[src/rtl/hazard_fwd_unit_if.sv]
// Bundle between the 5-stage RV32 datapath and the hazard/forwarding unit.
// Signals:
//   ID-stage instruction fields : id_valid, id_rs1/2, id_use_rs1/2, id_rd,
//                                 id_regwrite, id_memread, id_memwrite
//   EX/MEM status               : ex_redirect, dmem_ready
//   pipeline control            : stall_if, stall_id, flush_id, flush_ex, freeze
//   EX operand selects          : fwd_a, fwd_b (00 regfile, 01 EX/MEM, 10 WB)
//   performance counters        : cnt_stall, cnt_flush, cnt_freeze
// master = datapath side, slave = hazard_fwd_unit.
interface hazard_fwd_unit_if #(
  parameter int unsigned REG_AW = 5,
  parameter int unsigned CNT_W  = 32
);
  logic              id_valid;
  logic [REG_AW-1:0] id_rs1;
  logic [REG_AW-1:0] id_rs2;
  logic              id_use_rs1;
  logic              id_use_rs2;
  logic [REG_AW-1:0] id_rd;
  logic              id_regwrite;
  logic              id_memread;
  logic              id_memwrite;
  logic              ex_redirect;
  logic              dmem_ready;

  logic              stall_if;
  logic              stall_id;
  logic              flush_id;
  logic              flush_ex;
  logic              freeze;
  logic [1:0]        fwd_a;
  logic [1:0]        fwd_b;
  logic [CNT_W-1:0]  cnt_stall;
  logic [CNT_W-1:0]  cnt_flush;
  logic [CNT_W-1:0]  cnt_freeze;

  modport master (
    output id_valid, id_rs1, id_rs2, id_use_rs1, id_use_rs2, id_rd,
           id_regwrite, id_memread, id_memwrite, ex_redirect, dmem_ready,
    input  stall_if, stall_id, flush_id, flush_ex, freeze, fwd_a, fwd_b,
           cnt_stall, cnt_flush, cnt_freeze
  );

  modport slave (
    input  id_valid, id_rs1, id_rs2, id_use_rs1, id_use_rs2, id_rd,
           id_regwrite, id_memread, id_memwrite, ex_redirect, dmem_ready,
    output stall_if, stall_id, flush_id, flush_ex, freeze, fwd_a, fwd_b,
           cnt_stall, cnt_flush, cnt_freeze
  );
endinterface

[src/rtl/hazard_fwd_unit.sv]
// Hazard detection and operand forwarding for the 5-stage RV32 pipeline.
// Keeps shadow copies of the EX/MEM/WB stage contents and derives:
//   freeze            - MEM data access waiting on dmem_ready; holds everything
//   load-use stall    - one-cycle stall + EX bubble when ID needs a load result
//   redirect flush    - taken branch/jump in EX kills ID and EX inputs
//   fwd_a/fwd_b       - EX operand source (MEM has priority over WB)
// Ports: clk, reset (async, active-low), bus (hazard_fwd_unit_if.slave).
// Macro PERF_CNT_EN adds saturating stall/flush/freeze counters; without it the
// counter outputs are tied to zero.
module hazard_fwd_unit #(
  parameter int unsigned REG_AW = 5,
  parameter int unsigned CNT_W  = 32
) (
  input  logic               clk,
  input  logic               reset,
  hazard_fwd_unit_if.slave   bus
);

  // EX shadow
  logic              ex_valid_q, ex_valid_d;
  logic [REG_AW-1:0] ex_rs1_q, ex_rs1_d;
  logic [REG_AW-1:0] ex_rs2_q, ex_rs2_d;
  logic [REG_AW-1:0] ex_rd_q, ex_rd_d;
  logic              ex_rw_q, ex_rw_d;
  logic              ex_mr_q, ex_mr_d;
  logic              ex_mw_q, ex_mw_d;
  // MEM shadow
  logic              mem_valid_q, mem_valid_d;
  logic [REG_AW-1:0] mem_rd_q, mem_rd_d;
  logic              mem_rw_q, mem_rw_d;
  logic              mem_mr_q, mem_mr_d;
  logic              mem_mw_q, mem_mw_d;
  // WB shadow
  logic              wb_valid_q, wb_valid_d;
  logic [REG_AW-1:0] wb_rd_q, wb_rd_d;
  logic              wb_rw_q, wb_rw_d;
  logic              wb_mr_q, wb_mr_d;
  logic              wb_mw_q, wb_mw_d;

  logic       freeze_c;
  logic       load_use_c;
  logic       redirect_c;
  logic       stall_c;
  logic       flush_id_c;
  logic       flush_ex_c;
  logic       do_stall_c;
  logic       do_flush_c;
  logic [1:0] fwd_a_c;
  logic [1:0] fwd_b_c;

  // WB memory-access bits are tracked for completeness but drive nothing.
  logic unused_wb_c;
  assign unused_wb_c = wb_mr_q ^ wb_mw_q;

  // Hazard conditions
  always_comb begin
    freeze_c   = mem_valid_q & (mem_mr_q | mem_mw_q) & ~bus.dmem_ready;
    load_use_c = ex_valid_q & ex_mr_q & (ex_rd_q != '0) & bus.id_valid &
                 ((bus.id_use_rs1 & (bus.id_rs1 == ex_rd_q)) |
                  (bus.id_use_rs2 & (bus.id_rs2 == ex_rd_q)));
    redirect_c = ex_valid_q & bus.ex_redirect;
  end

  // Control priority: freeze, then redirect (ID is wrong-path), then load-use
  always_comb begin
    stall_c    = 1'b0;
    flush_id_c = 1'b0;
    flush_ex_c = 1'b0;
    do_stall_c = 1'b0;
    do_flush_c = 1'b0;
    if (freeze_c) begin
      stall_c = 1'b1;
    end else if (redirect_c) begin
      flush_id_c = 1'b1;
      flush_ex_c = 1'b1;
      do_flush_c = 1'b1;
    end else if (load_use_c) begin
      stall_c    = 1'b1;
      flush_ex_c = 1'b1;
      do_stall_c = 1'b1;
    end
  end

  // Operand select for one EX source; MEM result is newer than WB
  function automatic logic [1:0] fwd_sel(input logic [REG_AW-1:0] rs);
    logic [1:0] sel;
    sel = 2'b00;
    if (mem_valid_q && mem_rw_q && (mem_rd_q != '0) && (mem_rd_q == rs))
      sel = 2'b01;
    else if (wb_valid_q && wb_rw_q && (wb_rd_q != '0) && (wb_rd_q == rs))
      sel = 2'b10;
    return sel;
  endfunction

  always_comb begin
    fwd_a_c = fwd_sel(ex_rs1_q);
    fwd_b_c = fwd_sel(ex_rs2_q);
  end

  // Shadow next-state: hold everything while frozen, else advance one stage
  always_comb begin
    ex_valid_d  = ex_valid_q;
    ex_rs1_d    = ex_rs1_q;
    ex_rs2_d    = ex_rs2_q;
    ex_rd_d     = ex_rd_q;
    ex_rw_d     = ex_rw_q;
    ex_mr_d     = ex_mr_q;
    ex_mw_d     = ex_mw_q;
    mem_valid_d = mem_valid_q;
    mem_rd_d    = mem_rd_q;
    mem_rw_d    = mem_rw_q;
    mem_mr_d    = mem_mr_q;
    mem_mw_d    = mem_mw_q;
    wb_valid_d  = wb_valid_q;
    wb_rd_d     = wb_rd_q;
    wb_rw_d     = wb_rw_q;
    wb_mr_d     = wb_mr_q;
    wb_mw_d     = wb_mw_q;
    if (!freeze_c) begin
      ex_valid_d  = bus.id_valid & ~flush_ex_c;
      ex_rs1_d    = bus.id_rs1;
      ex_rs2_d    = bus.id_rs2;
      ex_rd_d     = bus.id_rd;
      ex_rw_d     = bus.id_regwrite;
      ex_mr_d     = bus.id_memread;
      ex_mw_d     = bus.id_memwrite;
      mem_valid_d = ex_valid_q;
      mem_rd_d    = ex_rd_q;
      mem_rw_d    = ex_rw_q;
      mem_mr_d    = ex_mr_q;
      mem_mw_d    = ex_mw_q;
      wb_valid_d  = mem_valid_q;
      wb_rd_d     = mem_rd_q;
      wb_rw_d     = mem_rw_q;
      wb_mr_d     = mem_mr_q;
      wb_mw_d     = mem_mw_q;
    end
  end

  always_ff @(posedge clk or negedge reset) begin
    if (!reset) begin
      ex_valid_q  <= 1'b0;
      ex_rs1_q    <= '0;
      ex_rs2_q    <= '0;
      ex_rd_q     <= '0;
      ex_rw_q     <= 1'b0;
      ex_mr_q     <= 1'b0;
      ex_mw_q     <= 1'b0;
      mem_valid_q <= 1'b0;
      mem_rd_q    <= '0;
      mem_rw_q    <= 1'b0;
      mem_mr_q    <= 1'b0;
      mem_mw_q    <= 1'b0;
      wb_valid_q  <= 1'b0;
      wb_rd_q     <= '0;
      wb_rw_q     <= 1'b0;
      wb_mr_q     <= 1'b0;
      wb_mw_q     <= 1'b0;
    end else begin
      ex_valid_q  <= ex_valid_d;
      ex_rs1_q    <= ex_rs1_d;
      ex_rs2_q    <= ex_rs2_d;
      ex_rd_q     <= ex_rd_d;
      ex_rw_q     <= ex_rw_d;
      ex_mr_q     <= ex_mr_d;
      ex_mw_q     <= ex_mw_d;
      mem_valid_q <= mem_valid_d;
      mem_rd_q    <= mem_rd_d;
      mem_rw_q    <= mem_rw_d;
      mem_mr_q    <= mem_mr_d;
      mem_mw_q    <= mem_mw_d;
      wb_valid_q  <= wb_valid_d;
      wb_rd_q     <= wb_rd_d;
      wb_rw_q     <= wb_rw_d;
      wb_mr_q     <= wb_mr_d;
      wb_mw_q     <= wb_mw_d;
    end
  end

  assign bus.stall_if = stall_c;
  assign bus.stall_id = stall_c;
  assign bus.flush_id = flush_id_c;
  assign bus.flush_ex = flush_ex_c;
  assign bus.freeze   = freeze_c;
  assign bus.fwd_a    = fwd_a_c;
  assign bus.fwd_b    = fwd_b_c;

`ifdef PERF_CNT_EN
  logic [CNT_W-1:0] cnt_stall_q, cnt_stall_d;
  logic [CNT_W-1:0] cnt_flush_q, cnt_flush_d;
  logic [CNT_W-1:0] cnt_freeze_q, cnt_freeze_d;

  // Saturating event counters
  always_comb begin
    cnt_stall_d  = cnt_stall_q;
    cnt_flush_d  = cnt_flush_q;
    cnt_freeze_d = cnt_freeze_q;
    if (do_stall_c && (cnt_stall_q != '1))
      cnt_stall_d = cnt_stall_q + CNT_W'(1);
    if (do_flush_c && (cnt_flush_q != '1))
      cnt_flush_d = cnt_flush_q + CNT_W'(1);
    if (freeze_c && (cnt_freeze_q != '1))
      cnt_freeze_d = cnt_freeze_q + CNT_W'(1);
  end

  always_ff @(posedge clk or negedge reset) begin
    if (!reset) begin
      cnt_stall_q  <= '0;
      cnt_flush_q  <= '0;
      cnt_freeze_q <= '0;
    end else begin
      cnt_stall_q  <= cnt_stall_d;
      cnt_flush_q  <= cnt_flush_d;
      cnt_freeze_q <= cnt_freeze_d;
    end
  end

  assign bus.cnt_stall  = cnt_stall_q;
  assign bus.cnt_flush  = cnt_flush_q;
  assign bus.cnt_freeze = cnt_freeze_q;
`else
  logic unused_evt_c;
  assign unused_evt_c   = do_stall_c ^ do_flush_c;
  assign bus.cnt_stall  = {CNT_W{1'b0}};
  assign bus.cnt_flush  = {CNT_W{1'b0}};
  assign bus.cnt_freeze = {CNT_W{1'b0}};
`endif

endmodule

[src/flat_wrapper.sv]
// flat-port wrapper written by rule: the top's interface ports become plain ports
module hazard_fwd_unit_flat 
#(
  parameter int unsigned REG_AW = 5,
  parameter int unsigned CNT_W  = 32
)
  (clk, reset, bus_id_valid, bus_id_rs1, bus_id_rs2, bus_id_use_rs1, bus_id_use_rs2, bus_id_rd, bus_id_regwrite, bus_id_memread, bus_id_memwrite, bus_ex_redirect, bus_dmem_ready, bus_stall_if, bus_stall_id, bus_flush_id, bus_flush_ex, bus_freeze, bus_fwd_a, bus_fwd_b, bus_cnt_stall, bus_cnt_flush, bus_cnt_freeze);
  hazard_fwd_unit_if #(.REG_AW(REG_AW), .CNT_W(CNT_W)) bus_i ();
  input  logic clk;
  input  logic reset;
  input wire logic [$bits(bus_i.id_valid)-1:0] bus_id_valid;
  input wire logic [$bits(bus_i.id_rs1)-1:0] bus_id_rs1;
  input wire logic [$bits(bus_i.id_rs2)-1:0] bus_id_rs2;
  input wire logic [$bits(bus_i.id_use_rs1)-1:0] bus_id_use_rs1;
  input wire logic [$bits(bus_i.id_use_rs2)-1:0] bus_id_use_rs2;
  input wire logic [$bits(bus_i.id_rd)-1:0] bus_id_rd;
  input wire logic [$bits(bus_i.id_regwrite)-1:0] bus_id_regwrite;
  input wire logic [$bits(bus_i.id_memread)-1:0] bus_id_memread;
  input wire logic [$bits(bus_i.id_memwrite)-1:0] bus_id_memwrite;
  input wire logic [$bits(bus_i.ex_redirect)-1:0] bus_ex_redirect;
  input wire logic [$bits(bus_i.dmem_ready)-1:0] bus_dmem_ready;
  output wire logic [$bits(bus_i.stall_if)-1:0] bus_stall_if;
  output wire logic [$bits(bus_i.stall_id)-1:0] bus_stall_id;
  output wire logic [$bits(bus_i.flush_id)-1:0] bus_flush_id;
  output wire logic [$bits(bus_i.flush_ex)-1:0] bus_flush_ex;
  output wire logic [$bits(bus_i.freeze)-1:0] bus_freeze;
  output wire logic [$bits(bus_i.fwd_a)-1:0] bus_fwd_a;
  output wire logic [$bits(bus_i.fwd_b)-1:0] bus_fwd_b;
  output wire logic [$bits(bus_i.cnt_stall)-1:0] bus_cnt_stall;
  output wire logic [$bits(bus_i.cnt_flush)-1:0] bus_cnt_flush;
  output wire logic [$bits(bus_i.cnt_freeze)-1:0] bus_cnt_freeze;
  assign bus_i.id_valid = bus_id_valid;
  assign bus_i.id_rs1 = bus_id_rs1;
  assign bus_i.id_rs2 = bus_id_rs2;
  assign bus_i.id_use_rs1 = bus_id_use_rs1;
  assign bus_i.id_use_rs2 = bus_id_use_rs2;
  assign bus_i.id_rd = bus_id_rd;
  assign bus_i.id_regwrite = bus_id_regwrite;
  assign bus_i.id_memread = bus_id_memread;
  assign bus_i.id_memwrite = bus_id_memwrite;
  assign bus_i.ex_redirect = bus_ex_redirect;
  assign bus_i.dmem_ready = bus_dmem_ready;
  assign bus_stall_if = bus_i.stall_if;
  assign bus_stall_id = bus_i.stall_id;
  assign bus_flush_id = bus_i.flush_id;
  assign bus_flush_ex = bus_i.flush_ex;
  assign bus_freeze = bus_i.freeze;
  assign bus_fwd_a = bus_i.fwd_a;
  assign bus_fwd_b = bus_i.fwd_b;
  assign bus_cnt_stall = bus_i.cnt_stall;
  assign bus_cnt_flush = bus_i.cnt_flush;
  assign bus_cnt_freeze = bus_i.cnt_freeze;
  hazard_fwd_unit #(.REG_AW(REG_AW), .CNT_W(CNT_W)) u_core (.clk(clk), .reset(reset), .bus(bus_i));
endmodule
[config.mk]
export PLATFORM = sky130hd
export DESIGN_NAME = hazard_fwd_unit_flat
export DESIGN_NICKNAME = d
export VERILOG_FILES = /design/src/rtl/hazard_fwd_unit_if.sv /design/src/rtl/hazard_fwd_unit.sv /design/src/flat_wrapper.sv
export SDC_FILE = /design/constraint.sdc
export NUM_CORES = 1
export LEC_CHECK = 0
export ABC_AREA = 1
export ABC_CLOCK_PERIOD_IN_PS = 1610
export CORE_ASPECT_RATIO = 0.6
export CORE_UTILIZATION = 41
export CTS_CLUSTER_SIZE = 24
export DETAILED_ROUTE_END_ITERATION = 10
export PLACE_DENSITY = 0.85
export SLEW_MARGIN = 25
export SYNTH_ARGS = -nofsm -noshare
export SYNTH_HDL_FRONTEND = slang
export SYNTH_SLANG_ARGS = --single-unit
export TNS_END_PERCENT = 50
[constraint.sdc]
create_clock -name clk -period 1.61 [get_ports clk]
set_input_delay 0.161 -clock clk [delete_from_list [all_inputs] [get_ports clk]]
set_output_delay 0.161 -clock clk [all_outputs]
set_load 0.01 [all_outputs]
==> impl_metrics.yaml, run 1 <==
run_status:
  status: "finished, violations left"
  violations: "negative setup slack"
floorplanning:
  std_cell_rows: 21
  ios: 130
  core_area_mm2: 0.00581
  fp.dieH_um: 63.3
  fp.dieArea_mm2: 0.00659
  start_util_pct: 44.2
  die_w_um: 104
route:
  wire_per_inst_um: 11.1
  drc: 0
  wirelength_mm: 5.41
  drtIter0Drc: 100
  drt-pass1-iter-count: 4
  num_vias: 1993
  ant_nets: 0
  vias_per_cell: 4.10
critical_path:
  crit_arrival_ns: 1.54
  crit_path_start: "u_core.mem_rd_q[0]$_DFFE_PN0N_"
  worstSetupStartpointType: "register"
  slowest_stage: "dfrtp_2"
  r2r-start: "u_core.mem_mr_q$_DFFE_PN0N_"
  path_cells: "buf_6 -> xnor2_2 -> nand3_1 -> nor3_2 -> nor2_1 -> buf_2"
  worstSetupEndpointType: "output port"
  cp_slowest_stage_delay_ns: 0.44
  crit_family: "flip-flops"
  path_class: "reg2out"
  cp_max_fo: 4
  cp_num_buf_inv: 2
  crit_required_ns: 1.45
  ff2ff_setup_slack_ns: 0.12
layout:
  mostFrequentLayoutCell: "conb_1"
  n_antenna_cell: 0
  layout-drive-gt1-share_pct: 19.7
  nNetsFinal: 430
  layout_common_cells: "conb_1, nand2_1, buf_4"
  flow.area_growth_from_synthesis_pct: 16.7
  layout.cells.non_filler: 486
  design_area_mm2: 0.00300
sta:
  max_freq_mhz: 587
  fin_ws_ns: -0.0946
  finalClockSkew_ns: 0.00279
  period_needed_ns: 1.70
  hold_viol_final: 0
  rsz0062_at_grt: "yes"
  final-setup-viol-count: 4
  fin_crit_sh_pct: 106
  finalMaxSlewViolations: 0
place:
  dp.cells: 473
  dp.final_hpwl_mm: 4.13
  numPortBuffers: 33
  dpl_cell_area_mm2: 0.00283
  place.gp.congestion: 0.928
  dp_slack_ns: -0.379
pwr:
  total_power_uw: 4210
  leakagePower_uw: 0.00161
  irDropWorstVdd_uv: 588
  p_int_uw: 2490
  p_comb_share_pct: 47.0
  p_switching_uw: 1730
  clkPwrFrac_pct: 14.3
  pwr_density_cell_mw_per_mm2: 1410
  swShare_pct: 41.0
  seq_power_share_pct: 38.8
cts:
  cts.clk_slew.worst_paths_ns: 0.07
  cts-htree-levels: 2
  numCtsBuffers: 5
  clk_path_buf_depth: 2
  insertion_delay_ns: 0.28
  cts_tree: "done"
  holdBufCountCts: 0
  cts_root_buffer: "clkbuf_8"
  cts.sinks: 35
flow_run:
  max_cap_viol_count: 0
yosys:
  yosysSeqAreaShare_pct: 34.1
  synth_area_per_cell_um2: 7.64
  synth-seq-cells: 35
  synthCells: 336
  ys_types: 20
  yosys_warnings: 0
  synth_area_mm2: 0.00257
global_route:
  grt_antenna_before_repair: 0
  grt_pass1_wl_mm: 8.47
  grt_max_degree: 36
  grt_pass1_vias: 1759
  gr-usage-all-layers_pct: 16.2
  grt-ovfl-total: 0
worst_hold_path:
  hold_path.class: "in2async"
## path summary, 6_finish.rpt
kind                                             endpoint  depth (start not counted)
setup / recovery                             bus_fwd_a[1]                          6
hold / removal              u_core.wb_rd_q[1]$_DFFE_PN0N_                          2
setup reg to reg            u_core.ex_valid_q$_DFFE_PN0N_                          8
hold reg to reg               u_core.mem_mw_q$_DFFE_PN0N_                          2
max in group asynchronous  u_core.ex_rs2_q[2]$_DFFE_PN0N_                          2
min in group clk            u_core.ex_rd_q[1]$_DFFE_PN0N_                          3
## power by group through the flow
stage | clock [µW] | combinational, µW | sequential (µW)
2_1_floorplan | 0 | 1270 | 1490
3_3_place_gp | 0 | 1660 | 1550
3_5_place_dp | 0 | 1720 | 1580
4_1_cts | 614 | 1870 | 1600
5_1_grt | 646 | 2180 | 1680
6_report | 601 | 1980 | 1630
## repair_timing
action	CTS	global route
pin swaps	9	11
endpoints found under the setup margin	9	10
buffers inserted	5	2
resized for setup	45	12
## flip-flops by register name (all words and copies together), names as in the netlist
name and flops:
u_core.ex_mr_q 1, u_core.ex_mw_q 1, u_core.ex_rd_q 5, u_core.ex_rs1_q 5, u_core.ex_rs2_q 5, u_core.ex_rw_q 1
u_core.ex_valid_q 1, u_core.mem_mr_q 1, u_core.mem_mw_q 1, u_core.mem_rd_q 5, u_core.mem_rw_q 1, u_core.mem_valid_q 1
u_core.wb_rd_q 5, u_core.wb_rw_q 1, u_core.wb_valid_q 1
## layout make-up
type,count,area (µm²)
clock inverter,1,5.00
fill,571,2810
multi-input combinational,265,1240
clock buffer,7,76.3
sequential,35,880
tap,80,100
timing repair buffer,71,593
inverter,27,101
## synth_stat cells (all sizes together)
| cell | number | area (µm²) |
|---|---|---|
| nand3 | 9 | 45.0 |
| conb | 1 | 3.75 |
| inv | 27 | 101 |
| clkbuf | 1 | 3.75 |
| xor2 | 6 | 52.6 |
| o21ai | 29 | 149 |
| or2 | 5 | 31.3 |
| nor3 | 8 | 51.3 |
| dfrtp | 35 | 876 |
| buf | 103 | 771 |
| xnor2 | 10 | 87.6 |
| nor2 | 16 | 60.1 |
| nand2 | 81 | 304 |
| nand4 | 5 | 31.3 |
## metal layers
metal | part of all wire, % | vias to the layer above | global-route usage, %
met5 | 0 | - | 0
met4 | 0.50 | 0 | 3.21
met3 | 5.1 | 4 | 4.04
met2 | 49 | 57 | 26.4
met1 | 45 | 947 | 22.0
li1 | - | 985 | -
## kinds of logic (layout without fill, tap and decap cells)
group	Yosys count	count (layout)	synth area share, %
AOI/OAI and AO/OA	29	29	5.80
xor gates and xnor gates	16	16	5.46
and+or+nand+nor	124	124	20.4
DFF	35	35	34.1
buffers and inverters	131	106	34.1
other	1	96	0.146
## stage by stage
| stage | utilization [%] | TNS, ns | hold WS (ns) |
|---|---|---|---|
| 3_5_place_dp | 48.7 | -2.83 | 0.471 |
| 4_1_cts | 50.9 | -0.478 | 0.310 |
| 3_3_place_gp | 48.7 | -2.52 | 0.465 |
| 6_report | 51.6 | -0.266 | 0.295 |
| 5_1_grt | 51.6 | -0.847 | 0.351 |
| 2_1_floorplan | - | 0 | -0.135 |
Note: power is estimated with default switching activity, not from simulation.
==> run 2: changes to the inputs <==
ABC_CLOCK_PERIOD_IN_PS = 1800   (was 1610)
RECOVER_POWER = 100   (was not set)
clock period = 1.8 ns   (was 1.61 ns; I/O delays follow)
==> run 2 against run 1 <==
The flow now finishes without violations. Cell area decreased by 2.3%. Critical path depth rose by 1. Die area did not move. Sequential share of layout area is 0.63 points higher. Total power fell by 12%. Worst hold slack improved by 0.13 ns. Count of clock-buffer cells in the layout shrank 1. First-iteration DRC count fell by 39%. Largest cell class unchanged. Highest routed layer unchanged.
==> impl_metrics.yaml, run 2 (synthesized netlist as in run 1, its figures left out) <==
cts:
  cts_tree: "done"
  clk_path_buf_depth: 2
  cts-htree-levels: 2
  numCtsBuffers: 5
  insertion_delay_ns: 0.29
  cts.sinks: 35
  holdBufCountCts: 0
  cts_root_buffer: "clkbuf_8"
  cts.clk_slew.worst_paths_ns: 0.07
critical_path:
  crit_family: "simple AND/OR/NAND/NOR gates"
  worstSetupEndpointType: "output port"
  crit_arrival_ns: 1.55
  ff2ff_setup_slack_ns: 0.31
  crit_cells: 7
  r2r_cells: 8
  slowest_stage: "dfrtp_1"
  cp_max_fo: 4
  cp_num_buf_inv: 3
  crit_required_ns: 1.62
  path_class: "reg2out"
  r2r-start: "u_core.mem_mr_q$_DFFE_PN0N_"
  worstSetupStartpointType: "register"
  r2r-end: "u_core.ex_valid_q$_DFFE_PN0N_"
  cp_slowest_stage_delay_ns: 0.37
  path_cells: "nor2_1 -> nor3_4 -> buf_6 -> inv_2 -> nand3_1 -> nand2_1 -> buf_2"
worst_hold_path:
  min_to: "u_core.ex_rd_q[1]$_DFFE_PN0N_"
  worstHoldStart: "bus_id_rd[1]"
  holdPathStages: 3
  hold_path.class: "in2reg"
route:
  drt-pass1-iter-count: 5
  drtIter0Drc: 61
  vias_per_cell: 4.00
  ant_nets: 0
  wire_per_inst_um: 10.3
  drc: 0
  num_vias: 1915
  wirelength_mm: 4.94
sta:
  max_freq_mhz: 577
  relSlewSlack_pct: 40.7
  finalClockSkew_ns: 0.00551
  final-setup-viol-count: 0
  hold_viol_final: 0
  fin_crit_sh_pct: 96.2
  period_needed_ns: 1.73
  rsz0062_at_grt: "yes"
  worstMarginPinSlew_ns: 0.889
  finalMaxSlewViolations: 0
layout:
  layout.cells.non_filler: 479
  layout_common_cells: "conb_1, nand2_1, dfrtp_1"
  design_area_mm2: 0.00293
  flow.area_growth_from_synthesis_pct: 14.0
  mostFrequentLayoutCell: "conb_1"
  nNetsFinal: 423
  layout-drive-gt1-share_pct: 17.5
  n_antenna_cell: 0
floorplanning:
  std_cell_rows: 21
  fp.dieH_um: 63.3
  ios: 130
  die_w_um: 104
  fp.dieArea_mm2: 0.00659
  core_area_mm2: 0.00581
  start_util_pct: 44.2
place:
  place.gp.congestion: 0.866
  dp.final_hpwl_mm: 3.87
  dp.cells: 462
  dpl_cell_area_mm2: 0.00275
  numPortBuffers: 33
global_route:
  grt-ovfl-total: 0
  grt_max_degree: 36
  gr-usage-all-layers_pct: 15.4
  grt_pass1_wl_mm: 7.97
  grt_pass1_vias: 1663
  grt_antenna_before_repair: 0
flow_run:
  max_cap_viol_count: 0
pwr:
  irDropWorstVdd_uv: 476
  pwr_density_cell_mw_per_mm2: 1260
  leakagePower_uw: 0.00158
run_status:
  status: "complete, no violations"
run 2: changes by cell type in the layout (fill, tap and decap cells not counted), moves of 2 or more:
cell / delta
buf_4: -5
clkbuf_2: +5
buf_2: -4
buf_6: -3
clkbuf_1: -2
inv_1: +2
inv_2: -2
nor3_2: +2
nor3_4: -2
run 2: area by class of cell:
cell class / instances / area (µm²)
clock inverter: 2 / 35.0
inverter: 27 / 101
multi-input combinational: 265 / 1200
clock buffer: 6 / 82.6
fill: 574 / 2880
timing repair buffer: 64 / 526
tap: 80 / 100
sequential: 35 / 878
run 2: repair_timing:
item | CTS | global route
pin swaps | 7 | 5
setup buffers | 9 | 1
hold endpoints to repair | 0 | 0
resized for setup | 27 | 13
setup endpoints to repair | 9 | 7
run 2: worst max path at each step:
stage | from | slack (ns) | endpoint
after floorplan | u_core.mem_rd_q[1]$_DFFE_PN0N_ | 0.47 | bus_fwd_a[1]
after global placement | bus_id_rs2[4] | -0.21 | bus_flush_ex
after detailed placement | bus_id_rs2[4] | -0.23 | bus_flush_ex
after CTS | u_core.mem_rd_q[0]$_DFFE_PN0N_ | -0.08 | bus_fwd_b[1]
after global routing | u_core.mem_mr_q$_DFFE_PN0N_ | -0.02 | bus_flush_ex
final | u_core.mem_mr_q$_DFFE_PN0N_ | 0.07 | bus_flush_ex
run 2: layer usage:
metal / wire [µm] / vias up / global-route usage [%]
met5: 0 / - / 0
met4: 30 / 0 / 4.29
met3: 300 / 4 / 4.76
met2: 2260 / 62 / 23.7
met1: 2350 / 884 / 20.9
li1: - / 965 / -
run 2: worst reg2reg max path, cell delays in order, from the launching register on:
cell     delay [ns]
dfrtp_1        0.37
nor2_1         0.09
nor3_4         0.32
buf_6          0.15
buf_4          0.21
nand2_1        0.09
o21ai_2        0.07
inv_2          0.04
nor2_1         0.08
run 2: power by group:
part           switching (µW)  internal (µW)
Combinational             843            728
Clock                     280            448
Sequential                312           1090
run 2: per-stage QoR:
step	setup TNS (ns)	worst slack (ns)	hold slack (ns)	util (%)	total power [µW]
floorplan	0	0.468	-0.116	-	2470
global placement	-0.984	-0.215	0.459	47.3	2720
detailed placement	-1.06	-0.232	0.475	47.3	2790
CTS	-0.149	-0.0802	0.321	50.4	3680
global route	-0.0265	-0.0156	0.436	50.4	3990
finish	0	0.0680	0.430	50.4	3700
==> run 3: changes to the inputs <==
HOLD_SLACK_MARGIN = 0.1   (was not set)
PLACE_DENSITY = 0.92   (was 0.85)
==> run 3 against run 2 <==
Utilization decreased by 1.1 points. Wire length increased by 5.0%. Cell count decreased by 0.63%. Clock skew increased by 0.0021 ns. Clock power decreased by 25%. Worst hold slack improved by 0.013 ns. Largest power group unchanged. Via count increased by 1.7%.
==> impl_metrics.yaml, run 3 (synthesized netlist as in run 1, its figures left out) <==
sta:
  finalMaxSlewViolations: 0
  fin_crit_sh_pct: 96.8
  hold_viol_final: 0
  rsz0062_at_grt: "yes"
  relSlewSlack_pct: 43.9
  period_needed_ns: 1.74
  finalClockSkew_ns: 0.00766
  final-setup-viol-count: 0
  final.setup.tns_ns: 0
  worstMarginPinSlew_ns: 0.841
  max_freq_mhz: 574
pwr:
  p_switching_uw: 1460
  clkPwrFrac_pct: 15.5
  seq_power_share_pct: 40.6
  irDropWorstVdd_uv: 467
  pwr_density_cell_mw_per_mm2: 1220
  leakagePower_uw: 0.00154
  p_int_uw: 2040
  p_comb_share_pct: 43.8
  total_power_uw: 3500
  swShare_pct: 41.8
route:
  wire_per_inst_um: 10.9
  wirelength_mm: 5.18
  drc: 0
  num_vias: 1947
  drtIter0Drc: 116
  drt-pass1-iter-count: 4
  ant_nets: 0
  vias_per_cell: 4.09
critical_path:
  worstSetupStartpointType: "register"
  r2r-start: "u_core.mem_mr_q$_DFFE_PN0N_"
  path_class: "reg2out"
  crit_family: "simple AND/OR/NAND/NOR gates"
  slowest_stage: "dfrtp_1"
  cp_slowest_stage_delay_ns: 0.42
  crit_required_ns: 1.62
  crit_path_start: "u_core.ex_rs1_q[1]$_DFFE_PN0N_"
  cp_num_buf_inv: 1
  path_cells: "xor2_1 -> nor3_1 -> nand4_1 -> nor2_1 -> buf_2"
  cp_max_fo: 4
  worstSetupEndpointType: "output port"
  crit_arrival_ns: 1.56
layout:
  n_antenna_cell: 0
  nNetsFinal: 420
  final_util_pct: 49.3
  design_area_mm2: 0.00286
  mostFrequentLayoutCell: "conb_1"
  layout_common_cells: "conb_1, nand2_1, dfrtp_1"
  fillers: 583
  flow.area_growth_from_synthesis_pct: 11.5
  layout-drive-gt1-share_pct: 15.7
cts:
  insertion_delay_ns: 0.29
  cts_root_buffer: "clkbuf_8"
  holdBufCountCts: 0
  numCtsBuffers: 5
  cts.clk_slew.worst_paths_ns: 0.07
  cts_tree: "done"
  clk_path_buf_depth: 2
  cts-htree-levels: 2
  cts.sinks: 35
global_route:
  grt_max_degree: 36
  grt_pass1_vias: 1752
  grt-ovfl-total: 0
  grt_antenna_before_repair: 0
  grt_pass1_wl_mm: 8.38
  gr-usage-all-layers_pct: 16.0
floorplanning:
  die_w_um: 104
  std_cell_rows: 21
  fp.dieH_um: 63.3
  fp.dieArea_mm2: 0.00659
  core_area_mm2: 0.00581
  start_util_pct: 44.2
  ios: 130
flow_run:
  max_cap_viol_count: 0
place:
  place.gp.congestion: 0.880
  dpl_cell_area_mm2: 0.00275
  dp.final_hpwl_mm: 4.11
  numPortBuffers: 33
worst_hold_path:
  worstHoldStart: "bus_id_rd[2]"
  hold_path.class: "in2reg"
run_status:
  status: "complete, no violations"
run 3: changes by cell type in the layout (fill, tap and decap cells not counted), moves of 2 or more:
cell / delta
buf_2: +2
buf_4: -10
clkbuf_1: +5
clkbuf_4: +2
nand2_1: -2
nand2_2: +2
run 3: worst reg2reg max path: cells and delay by family, from the launching register on:
| family | cells | cell delay [ns] |
|---|---|---|
| simple gates | 4 | 0.58 |
| flops | 1 | 0.37 |
| buf+inv | 3 | 0.50 |
| compound gates | 1 | 0.11 |
run 3: worst paths after layout:
| check | endpoint | slack (ns) | depth (start not counted) |
|---|---|---|---|
| worst max register to register | u_core.ex_valid_q$_DFFE_PN0N_ | 0.18 | 8 |
| min in group asynchronous | u_core.mem_rd_q[3]$_DFFE_PN0N_ | 0.53 | 2 |
| worst min register to register | u_core.mem_mw_q$_DFFE_PN0N_ | 0.49 | 2 |
| worst max-delay path | bus_fwd_a[1] | 0.06 | 5 |
| max in group asynchronous | u_core.mem_rd_q[0]$_DFFE_PN0N_ | 0.69 | 2 |
| worst min-delay path | u_core.ex_rd_q[2]$_DFFE_PN0N_ | 0.44 | 3 |
run 3: per-stage QoR:
stage	hold slack (ns)	setup slack [ns]	std cells
final	0.443	0.0583	476
after global routing	0.462	-0.107	476
after CTS	0.327	0.00385	475
after detailed placement	0.466	-0.227	463
after global placement	0.464	-0.194	463
after floorplan	-0.116	0.468	431
run 3: routing by layer:
metal	global-route usage, %	up-vias	part of all wire, %
met5	0	-	0
met4	3.21	0	1.2
met3	4.14	7	6.0
met2	25.8	79	48
met1	21.7	896	44
li1	-	965	-
run 3: final cells by class:
class	instances	area (µm²)	area share (%)
Clock inverter	1	5.00	0.175
Timing Repair Buffer	61	493	17.2
Sequential cell	35	877	30.6
Tap cell	80	100	3.50
Inverter	27	101	3.54
Clock buffer	7	76.3	2.67
Multi-Input combinational cell	265	1210	42.3
run 3: timing repair:
action | 4_1_cts | 5_1_grt
hold endpoints to repair | 0 | 0
pin swaps | 4 | 13
setup endpoints to repair | 9 | 7
resized for setup | 36 | 13
buffers inserted | 5 | 1
run 3: power by group through the flow:
stage	clock network, µW	logic (µW)	registers, µW
2_1_floorplan	0	1140	1330
3_3_place_gp	0	1340	1390
3_5_place_dp	0	1400	1420
4_1_cts	561	1530	1410
5_1_grt	597	1720	1460
6_report	544	1540	1420
